File: src/rtl/seq_divider_6by3_pkg.sv
// Shared widths and state encoding for the sequential 6-by-3 restoring divider.
package seq_divider_6by3_pkg;

  localparam int unsigned DIVIDEND_W = 6;
  localparam int unsigned DIVISOR_W  = 3;
  localparam int unsigned CNT_W      = $clog2(DIVIDEND_W + 1);

  typedef enum logic [1:0] {
    IDLE,
    RUN,
    DONE
  } state_t;

endpackage

File: src/rtl/seq_divider_6by3_if.sv
// Request/result bundle for the divider: start handshake, operands and registered results.
interface seq_divider_6by3_if;
  import seq_divider_6by3_pkg::*;

  logic                  start;
  logic [DIVIDEND_W-1:0] dividend;
  logic [DIVISOR_W-1:0]  divisor;
  logic                  ready;
  logic                  valid;
  logic [DIVIDEND_W-1:0] quotient;
  logic [DIVISOR_W-1:0]  remainder;
  logic                  div_by_zero;

  modport master (
    output start, dividend, divisor,
    input  ready, valid, quotient, remainder, div_by_zero
  );

  modport slave (
    input  start, dividend, divisor,
    output ready, valid, quotient, remainder, div_by_zero
  );

endinterface

File: src/rtl/seq_divider_6by3_div_step.sv
// One restoring-division step: shift in the next dividend bit, compare, conditionally subtract.
module div_step
  import seq_divider_6by3_pkg::*;
(
  input  logic [DIVISOR_W:0]   rem_in,
  input  logic                 bit_in,
  input  logic [DIVISOR_W-1:0] divisor,
  output logic [DIVISOR_W:0]   rem_out,
  output logic                 qbit
);

  logic [DIVISOR_W:0] t;

  always_comb begin
    t       = {rem_in[DIVISOR_W-1:0], bit_in};
    // rem_in MSB is always zero (remainder < divisor); folding it in keeps the step total.
    qbit    = rem_in[DIVISOR_W] || (t >= {1'b0, divisor});
    rem_out = qbit ? (t - {1'b0, divisor}) : t;
  end

endmodule

File: src/rtl/seq_divider_6by3.sv
// Sequential restoring divider: 6-bit dividend / 3-bit divisor, one quotient bit per clock.
module seq_divider_6by3
  import seq_divider_6by3_pkg::*;
(
  input  logic              clk,
  input  logic              rst_n,
  seq_divider_6by3_if.slave bus
);

  state_t                state_q, state_d;
  logic [CNT_W-1:0]      cnt_q;
  logic [DIVIDEND_W-1:0] shift_q;
  logic [DIVIDEND_W-2:0] quot_q;
  logic [DIVISOR_W-1:0]  divisor_q;
  logic [DIVISOR_W:0]    rem_q, rem_next;
  logic [DIVIDEND_W-1:0] quotient_q;
  logic [DIVISOR_W-1:0]  remainder_q;
  logic                  dbz_q;
  logic                  qbit;
  logic                  accept, last_iter;

  div_step u_step (
    .rem_in  (rem_q),
    .bit_in  (shift_q[DIVIDEND_W-1]),
    .divisor (divisor_q),
    .rem_out (rem_next),
    .qbit    (qbit)
  );

  always_ff @(posedge clk or negedge rst_n) begin
    if (!rst_n) state_q <= IDLE;
    else        state_q <= state_d;
  end

  always_comb begin
    state_d   = state_q;
    accept    = 1'b0;
    last_iter = 1'b0;
    case (state_q)
      IDLE: begin
        if (bus.start) begin
          accept  = 1'b1;
          state_d = (bus.divisor == '0) ? DONE : RUN;
        end
      end
      RUN: begin
        if (cnt_q == CNT_W'(DIVIDEND_W - 1)) begin
          last_iter = 1'b1;
          state_d   = DONE;
        end
      end
      DONE:    state_d = IDLE;
      default: state_d = IDLE;
    endcase
  end

  // quot_q holds one bit fewer than the quotient; the last qbit joins it on the load into quotient_q.
  always_ff @(posedge clk or negedge rst_n) begin
    if (!rst_n) begin
      cnt_q       <= '0;
      shift_q     <= '0;
      quot_q      <= '0;
      divisor_q   <= '0;
      rem_q       <= '0;
      quotient_q  <= '0;
      remainder_q <= '0;
      dbz_q       <= 1'b0;
    end else if (accept) begin
      shift_q   <= bus.dividend;
      divisor_q <= bus.divisor;
      rem_q     <= '0;
      cnt_q     <= '0;
      quot_q    <= '0;
      if (bus.divisor == '0) begin
        quotient_q  <= '1;
        remainder_q <= '0;
        dbz_q       <= 1'b1;
      end
    end else if (state_q == RUN) begin
      shift_q <= shift_q << 1;
      rem_q   <= rem_next;
      quot_q  <= {quot_q[DIVIDEND_W-3:0], qbit};
      cnt_q   <= cnt_q + CNT_W'(1);
      if (last_iter) begin
        quotient_q  <= {quot_q, qbit};
        remainder_q <= rem_next[DIVISOR_W-1:0];
        dbz_q       <= 1'b0;
      end
    end
  end

  assign bus.ready       = (state_q == IDLE);
  assign bus.valid       = (state_q == DONE);
  assign bus.quotient    = quotient_q;
  assign bus.remainder   = remainder_q;
  assign bus.div_by_zero = dbz_q;

endmodule

File: src/flat_wrapper.sv
// flat-port wrapper written by rule: the top's interface ports become plain ports
module seq_divider_6by3_flat import seq_divider_6by3_pkg::*;
  (clk, rst_n, bus_start, bus_dividend, bus_divisor, bus_ready, bus_valid, bus_quotient, bus_remainder, bus_div_by_zero);
  seq_divider_6by3_if bus_i ();
  input  logic clk;
  input  logic rst_n;
  input wire logic [$bits(bus_i.start)-1:0] bus_start;
  input wire logic [$bits(bus_i.dividend)-1:0] bus_dividend;
  input wire logic [$bits(bus_i.divisor)-1:0] bus_divisor;
  output wire logic [$bits(bus_i.ready)-1:0] bus_ready;
  output wire logic [$bits(bus_i.valid)-1:0] bus_valid;
  output wire logic [$bits(bus_i.quotient)-1:0] bus_quotient;
  output wire logic [$bits(bus_i.remainder)-1:0] bus_remainder;
  output wire logic [$bits(bus_i.div_by_zero)-1:0] bus_div_by_zero;
  assign bus_i.start = bus_start;
  assign bus_i.dividend = bus_dividend;
  assign bus_i.divisor = bus_divisor;
  assign bus_ready = bus_i.ready;
  assign bus_valid = bus_i.valid;
  assign bus_quotient = bus_i.quotient;
  assign bus_remainder = bus_i.remainder;
  assign bus_div_by_zero = bus_i.div_by_zero;
  seq_divider_6by3 u_core (.clk(clk), .rst_n(rst_n), .bus(bus_i));
endmodule
File: config.mk
export PLATFORM = sky130hd
export DESIGN_NAME = seq_divider_6by3_flat
export DESIGN_NICKNAME = d
export VERILOG_FILES = /design/src/rtl/seq_divider_6by3_pkg.sv /design/src/rtl/seq_divider_6by3_if.sv /design/src/rtl/seq_divider_6by3_div_step.sv /design/src/rtl/seq_divider_6by3.sv /design/src/flat_wrapper.sv
export SDC_FILE = /design/constraint.sdc
export NUM_CORES = 1
export LEC_CHECK = 0
export CORE_MARGIN = 5
export CORE_UTILIZATION = 47
export DETAILED_ROUTE_END_ITERATION = 8
export GPL_TIMING_DRIVEN = 0
export PLACE_DENSITY = 0.75
export REMOVE_ABC_BUFFERS = 1
export SLEW_MARGIN = 40
export SYNTH_ARGS = -nofsm -noshare
export SYNTH_HDL_FRONTEND = slang
export SYNTH_SLANG_ARGS = --single-unit
export TNS_END_PERCENT = 10
File: constraint.sdc
create_clock -name clk -period 1.7 [get_ports clk]
set_input_delay 0.425 -clock clk [delete_from_list [all_inputs] [get_ports clk]]
set_output_delay 0.425 -clock clk [all_outputs]
set_load 0.01 [all_outputs]
# --- Word level (Yosys, flattened, before mapping) ---
# Cells that the tools add are included.
word_totals:
  input_bits: 12
  regBits: 33
  output_inout_bits: 12
op_classes:
  n_mux: 29
  n_eq_ne: 6
  addsub: 2
  reduce_logical: 7
  magnitude_cmp: 1
op_table:
  columns: ["op", "n"]
  rows:
  - ["$mux W6", 6]
  - ["$mux W3", 6]
  - ["$mux W4", 3]
  - ["$mux W5", 2]
  - ["$mux W1", 8]
  - ["$mux W2", 3]
  - ["$ge A4 B3 Y1", 1]
  - ["$ne A2 B2 Y1 const B", 2]
  - ["$pmux W2 S2", 1]
  - ["$reduce_bool A2 Y1", 2]
  - ["$sub A4 B3 Y4", 1]
  - ["$add A3 B1 Y3 const B", 1]
  - ["$eq A3 B3 Y1 const B", 1]
  - ["$logic_not A3 Y1", 1]
  - ["$reduce_and A3 Y1", 1]
  - ["$eq A2 B1 Y1 const B", 1]
  - ["$eq A2 B2 Y1 const B", 1]
  - ["$logic_not A2 Y1", 1]
  - ["$ne A2 B1 Y1 const B", 1]
  - ["$reduce_and A2 Y1", 1]
  - ["$logic_or A1 B1 Y1", 1]

# --- Logic depth before layout (Yosys ltp) ---
# Gate-level depths: netlist of run 1.
logic_depth:
  depth_word: 6
  ltp_mapped: 7
  ltp_nobuf: 7

# --- By module ---
# From an unflattened synthesis of run 1, not the netlist that was laid out.
unflattened:
  hier_cells: 155
  area_unflattened_um2: 1571.5
modules_own_cells:
  columns: ["module", "cells_per_inst", "n_inst", "area_per_inst_um2"]
  rows:
  - ["seq_divider_6by3", 129, 1, 1353.8]
  - ["div_step", 26, 1, 217.7]

# --- Least setup slack after synthesis of run 1 ---
# OpenSTA, ideal clock, no wires.
synth_timing:
  path_kind: "reg2reg"
  start: "register u_core.shift_q[5]"
  end: "register u_core.rem_q[1]"
  arrival_ns: 1.750
  path_slack_ns: -0.128
  t_required_ns: 1.623
  path_stages_with_launch: 8
  setup_ns: 0.077
  path_cell_list: "dfrtp_1 > inv_1 > ha_1 > fa_1 > a21bo_2 > a21oi_4 > mux2_4 > a21oi_1"
synth_between:
  elab_chain_len: 5
synth_lines:
  columns: ["element", "line_no", "text"]
  rows:
  - ["start: declaration", "seq_divider_6by3.sv:12", "logic [DIVIDEND_W-1:0] shift_q;"]
  - ["start signal: assignment", "seq_divider_6by3.sv:69", "shift_q <= bus.dividend;"]
  - ["start signal: assignment", "seq_divider_6by3.sv:80", "shift_q <= shift_q << 1;"]
  - ["$ge A4 B3 Y1", "seq_divider_6by3_div_step.sv:17", "qbit = rem_in[DIVISOR_W] || (t >= {1'b0, divisor});"]
  - ["$logic_or A1 B1 Y1", "seq_divider_6by3_div_step.sv:17", null]
  - ["$mux W4 *", "seq_divider_6by3_div_step.sv:18", "rem_out = qbit ? (t - {1'b0, divisor}) : t;"]
  - ["$mux W4 *", "seq_divider_6by3.sv:79", "end else if (state_q == RUN) begin"]
  - ["$mux W4 *", "seq_divider_6by3.sv:68", "end else if (accept) begin"]
  - ["end signal: assignment", "seq_divider_6by3.sv:81", "rem_q <= rem_next;"]
  - ["end: declaration", "seq_divider_6by3.sv:15", "logic [DIVISOR_W:0] rem_q, rem_next;"]
# Mark *: on every way between the ends. The rest lies on a longest branch, timed or not. The select of a mux whose other input is x is not followed.
# A chain may end at the register's enable or synchronous reset.

# --- Final worst setup path of run 1 ---
# Same ends and word-level chain as after synthesis.

==> summary.md, run 1 <==
| Metric | Value |
|---|---|
| Status | complete, but fails checks |
| Violated checks | negative setup slack |
| Cell area after placement | 1860 sq um |
| Pin count of the biggest net entering global routing | 19 |
| Clk_skew | between 0.006 and 0.007 ns |
| Die height | 67.8 microns |
| Non-filler instance count after layout | approximately 240 |
| P_int | 2.47 mW |
| Post-Synth XOR/XNOR Area | less than 1% |
| Die ar. | roughly 4600 sq um |
| Highest Clock Rate | between 500 and 600 MHz |
| First-pass GRT wire length | between 6000 and 7000 microns |
| Pre-CTS setup slack | -0.630 ns |
| Max FO, Critical Path | 2 |
| Router iterations before antenna repair | 5 |
| Yosys warns | 0 |
| Vias/cell | roughly 5.4 |
| Top cell type's share of synthesized area | 52.5% |
| Comb pwr share | 54.7% |
| Worst-Skew Late Latency | about 0.34 ns |
| Final clock period utilization by the worst path | 103% |
| CTS H-Tree Depth | 2 |
| Worst-case vdd ir drop | 0.747 mV |
| Worst hold path class | reg -> reg |
| Die Width | 67.8 microns |
| Mapped Area | between 1500 and 2000 sq um |
| Mux cell area share after synthesis | 1.59% |
| Pleak | 0.970 nW |
| ANT cells | 0 |
| Detail Route Antenna Nets | 0 |
| Cts bufs inserted | 5 |
| Layout fillers | roughly 260 |
| Fraction of layout cells with a size suffix above 1 | 22.9% |
| PwrDens | 2010 nW/um^2 |
| Final setup fails | 5 |
| Via count | 1285 |
| Main combinational cell family by area after synthesis | compound AO/OA/AOI/OAI gates |
| Area contributors post-synth | dfrtp_1 (53%), nand2_1 (7.2%), o21ai_0 (4.5%), ha_1 (4.0%), o22a_1 (2.8%) |
| Design area | 2090 sq um |
| Placed Cells | between 200 and 250 |
| Total of max-cap violations | 0 |
| Synth Instances | 153 |
| Seq cells post-synth | 33 |
| TritonCTS Sinks | 33 |
| Total congestion overflow | 0 |
| Syn Area/Cell | 10.3 sq um |
| Yosys cell types | 39 |
| Crit path time final | 1.75 ns |
| CTS tree | built |
| Rel. slew slack | between 50% and 60% |
| Clock Tree Buf Depth | 2 |
| Adder-cell share of the synthesized area | under 10% |
| Synth Area in Simple Gates | 16.0% |
| Number of buffers added on ports | 23 |
| Switching power | roughly 1.7 mW |
| Rows | 21 |
| Area leader, netlist | dfrtp_1 |
| Worst-path clk slew | 0.10 ns |
| Ys flop type | dfrtp_1 |
| Data arrival time of the critical path | 2.03 ns |
| Fin. Hold Viols | 0 |
| Startpoint types | flop |
| Drt total wl | 3850 microns |
| Antenna violations before repair | 0 |
| Setup CP Type | reg -> reg |
| Ys async rst share | 100% |
| Reg power frac | 34.5% |
| Count leader, synth | dfrtp_1 |
| Worst Setup End Kind | flop |
| Post-synth EDFFs | 0 |
| Root buf cell | clkbuf_4 |
| Core Box Area | ~3300 sq um |
| GRT Total Usage | roughly a fifth |
| Vias in the first global route | 1326 |
| Actual slew at the worst max-slew pin | 0.662 ns |
| Req. time, crit path | 1.97 ns |
| Setup TNS | -0.120 ns |
| Initial Util | 47.8% |
| Final Max Slew Viols | 0 |
| Post-route DRC violation count | 0 |
| Placer Congestion | 0.781 |
| Synth cell count leaders | dfrtp_1 (33), nand2_1 (30), o21ai_0 (14), inv_1 (11) |
| Avg WL per Cell | 16.2 microns |
| Post-synthesis compound-gate area fraction | 19.2% |
| Dpl hpwl | ~2400 microns |
| Clk pwr share | a little over a tenth |
| Area grow syn2layout | 33.1% |
| Switching Fraction | 41.2% |
| Seq/Total Area, Yosys | 52.5% |
| RSZ-0062 raised after global routing | true |
| Nets | 210 |
| I/O Pins | 24 |
| DR iter-0 viols | 81 |
| Setup ws final | -0.0538 ns |
-- path summary, 6_finish.rpt --
check / from / end / slack (ns) / cells after the start
worst max-delay path: u_core.shift_q[5] / u_core.rem_q[1] / -0.05 / 7
min in group asynchronous: rst_n / u_core.divisor_q[0] / 0.54 / 2
max in group asynchronous: rst_n / u_core.state_q[0] / 0.72 / 3
worst min-delay path: u_core.bus.quotient[1] / u_core.bus.quotient[1] / 0.49 / 1
worst max register to register: u_core.shift_q[5] / u_core.rem_q[1] / -0.05 / 7
worst min register to register: u_core.bus.quotient[1] / u_core.bus.quotient[1] / 0.49 / 1
-- power groups by stage --
| stage | clock network (mW) | logic (mW) | registers (mW) |
|---|---|---|---|
| floorplan | 0 | 1.30 | 1.42 |
| global placement | 0 | 1.85 | 1.40 |
| detailed placement | 0 | 1.96 | 1.43 |
| CTS | 0.467 | 2.23 | 1.44 |
| global route | 0.511 | 2.51 | 1.50 |
| finish | 0.456 | 2.30 | 1.45 |
-- stage by stage --
stage               utilization (%)  total power, mW  hold slack (ns)
finish                         63.7             4.20            0.491
CTS                            62.2             4.13            0.496
floorplan                         -             2.71            0.129
global placement               55.5             3.25            0.460
detailed placement             56.5             3.38            0.375
global route                   63.7             4.52            0.528
-- logic make-up after synthesis --
family,count (synthesis)
simple gates,53
compound gates,41
flops,33
buf+inv,17
fa+ha+maj,6
mux,2
xor+xnor,1
-- critical path: stages (launching register included) --
cell     delay, ns
dfrtp_1       0.41
inv_2         0.09
ha_4          0.13
fa_2          0.21
a21bo_4       0.24
a21oi_4       0.17
mux2_4        0.33
a21oi_2       0.12
-- per-layer routing --
metal | part of all wire [%] | routed length [microns] | vias up | GRT usage (%)
li1 | - | - | 608 | -
met1 | 42 | 1640 | 632 | 23.4
met2 | 51 | 1970 | 39 | 32.9
met3 | 4.6 | 176 | 6 | 3.45
met4 | 1.8 | 70 | 0 | 10.7
met5 | 0 | 0 | - | 0
-- registers in the layout, indices dropped and copies added (netlist names) --
| register | count |
|---|---|
| u_core.bus.div_by_zero | 1 |
| u_core.bus.remainder | 3 |
| u_core.bus.quotient | 6 |
| u_core.state_q | 2 |
| u_core.rem_q | 4 |
| u_core.divisor_q | 3 |
| u_core.shift_q | 6 |
| u_core.cnt_q | 3 |
| u_core.quot_q | 5 |
-- cell type report --
cell class / count / area (sq um) / area share, %
tap: 46 / 57.6 / 2.75
multi-input combinational: 105 / 744 / 35.6
timing repair buffer: 36 / 365 / 17.5
inverter: 11 / 41.3 / 1.97
clock buffer: 7 / 55.1 / 2.63
sequential: 33 / 828 / 39.6
-- repair_timing --
| action | 4_1_cts | 5_1_grt |
|---|---|---|
| gates resized for setup | 18 | 10 |
| gates cloned | 2 | 0 |
| hold buffers | 1 | 0 |
| endpoints found under the hold margin | 8 | 0 |
| endpoints found under the setup margin | 24 | 20 |
| setup buffers | 8 | 3 |
| pin swaps | 3 | 5 |
-- cell usage in the layout (no fill, tap or decap), types with 2 or more instances in the layout --
master           synthesis  routed
o21ai_0                 14      13
dfrtp_2                  0       2
nand2_1                 30      30
o22a_1                   5       5
a22oi_1                  4       4
o21ai_1                  2       3
ha_1                     5       3
nand3_1                  2       2
nor2b_1                  5       3
a21oi_2                  1       2
buf_4                    0      11
dfrtp_1                 33      31
nor2b_2                  0       2
clkbuf_4                 0       5
nand2b_1                 2       2
nor2_1                   5       5
dlymetal6s2s_1           0       8
nor3_1                   3       3
inv_1                   11      10
a21oi_1                  4       3
clkdlybuf4s50_1          0      11
(Power assumes the default switching activity.)
==> run 2: changes to the inputs <==
--- a/config.mk
+++ b/config.mk
@@ -5,7 +5,7 @@
 export SDC_FILE = /design/constraint.sdc
 export NUM_CORES = 1
 export LEC_CHECK = 0
-export CORE_MARGIN = 5
+export CORE_MARGIN = 3
 export CORE_UTILIZATION = 47
 export DETAILED_ROUTE_END_ITERATION = 8
 export GPL_TIMING_DRIVEN = 0
==> summary.md, run 2 (same netlist as run 1, synthesis figures left out) <==
| Metric | Value |
|---|---|
| Die height | 63.8 microns |
| Detail Route Antenna Nets | 0 |
| Final setup fails | 2 |
| PwrDens | 2010 nW/um^2 |
| Most frequent cells in the layout | dfrtp_1 (31), nand2_1 (30), o21ai_0 (14) |
| Rows | 20 |
| Design area | about 2100 sq um |
| Clk_skew | 0.00972 ns |
| Rel. slew slack | between 50% and 60% |
| Initial Util | 50.2% |
| Die Width | 63.8 microns |
| Cell area after placement | 1850 sq um |
| Post-route DRC violation count | 0 |
| Setup ws final | -0.0412 ns |
| Pre-CTS setup slack | -0.610 ns |
| Placer Congestion | 0.781 |
| Worst Setup End Kind | flop |
| ANT cells | 0 |
| Startpoint types | flop |
| Crit path capture | u_core.rem_q[1] |
| Pleak | approximately 0.95 nW |
| Root buf cell | clkbuf_4 |
| Area grow syn2layout | 31.3% |
| Number of buffers added on ports | 23 |
| Nets | around 210 |
| First-pass GRT wire length | 6020 microns |
| Crit path time final | approximately 1.7 ns |
| Min Hold Slack | between 0.4 and 0.5 ns |
| WP depth | 6 |
| DR iter-0 viols | 47 |
| Data arrival time of the critical path | 2.02 ns |
| GRT Total Usage | 19.2% |
| Setup CP Type | reg -> reg |
| I/O Pins | 24 |
| Cts bufs inserted | 5 |
| CTS H-Tree Depth | 2 |
| CTS tree | built |
| Crit path cell chain | ha_4, fa_2, a21bo_4, a21oi_4, mux2_4, a21oi_2 |
| Antenna violations before repair | 0 |
| Dpl hpwl | between 2000 and 2500 microns |
| Crit path max-delay family | adder cells |
| R2r setup slk | -0.04 ns |
| Fin. Hold Viols | 0 |
| RR Endpoint | u_core.rem_q[1] |
| TritonCTS Sinks | 33 |
| Setup crit start | u_core.divisor_q[0] |
| RSZ-0062 raised after global routing | true |
| Final Max Slew Viols | 0 |
| Req. time, crit path | between 1.5 and 2 ns |
| Total of max-cap violations | 0 |
| Status | complete, but fails checks |
| FF-to-FF path depth | 6 |
| RR Startpoint | u_core.divisor_q[0] |
| Worst-Skew Late Latency | 0.33 ns |
| Fraction of layout cells with a size suffix above 1 | between 20% and 30% |
| Die ar. | 4070 sq um |
| Avg WL per Cell | 16.6 microns |
| Drt total wl | 3890 microns |
| Actual slew at the worst max-slew pin | 0.654 ns |
| Worst path slowest cell | dfrtp_1 |
| Router iterations before antenna repair | 5 |
| Vias in the first global route | 1264 |
| Violated checks | negative setup slack |
| Buf+Inv Stages, Crit Path | 0 |
| Commonest non-fill, non-tap cell in the layout | dfrtp_1 |
| Highest Clock Rate | 574 MHz |
| Pin count of the biggest net entering global routing | 25 |
| Worst hold path class | in -> async |
| Final clock period utilization by the worst path | 102% |
| Vias/cell | 5.49 |
| Max incr delay on CP | around 0.42 ns |
| Via count | 1284 |
| Core Box Area | about 3100 sq um |
| Total congestion overflow | 0 |
| Worst-case vdd ir drop | 0.920 mV |
| Clock Tree Buf Depth | 2 |
| Worst-path clk slew | 0.11 ns |
| Max FO, Critical Path | 3 |
==> run 2: per-stage QoR <==
step,std cells,util (%),setup TNS [ns],power [mW]
final,234,66.0,-0.0586,4.15
after floorplan,147,-,-1.34,2.71
after global routing,234,66.0,-0.388,4.47
after global placement,214,58.2,-34.89,3.24
after CTS,227,63.2,-0.376,3.96
after detailed placement,215,59.2,-12.86,3.39
==> run 2: cell type report <==
class,instances,area (sq um)
fillers,240,1060
inverters,11,41.3
flip-flops and latches,33,828
clock buffers,6,41.3
multi-input cells,105,754
repair buffers,33,333
well taps,44,55.1
clock inverters,2,10.0
==> run 2: layer usage <==
layer	up-vias	GRT usage [%]	wire, microns
li1	600	-	-
met1	633	23.5	1610
met2	47	31.9	2040
met3	4	4.92	186
met4	0	8.09	48
met5	-	0	0
==> run 2: where the power goes <==
| part | total (mW) | internal [mW] | switching, mW | leakage (nW) |
|---|---|---|---|---|
| Sequential | 1.44 | 1.16 | 0.288 | 0.396 |
| Combinational | 2.28 | 1.09 | 1.19 | 0.526 |
| Clock | 0.427 | 0.157 | 0.270 | 0.0320 |
==> run 2: what timing repair did <==
item,CTS,global route
resized for setup,12,17
hold endpoints to repair,9,0
hold buffers,1,0
endpoints found under the setup margin,26,30
pin swaps,2,6
buffers inserted,2,6
gates cloned,1,1
==> run 2: worst min path at each step <==
stage	from	end	slack, ns	depth (start not counted)
floorplan	rst_n	u_core.bus.div_by_zero	0.13	0
global placement	u_core.shift_q[2]	u_core.shift_q[2]	0.46	2
detailed placement	rst_n	u_core.bus.quotient[2]	0.32	1
CTS	rst_n	u_core.rem_q[3]	0.49	2
global route	rst_n	u_core.rem_q[3]	0.50	2
finish	rst_n	u_core.rem_q[3]	0.49	2
==> run 2: worst reg2reg max path: stages (launching register included) <==
cell and delay (ns):
dfrtp_1 0.42, ha_4 0.18, fa_2 0.39, a21bo_4 0.21, a21oi_4 0.06, mux2_4 0.31, a21oi_2 0.11
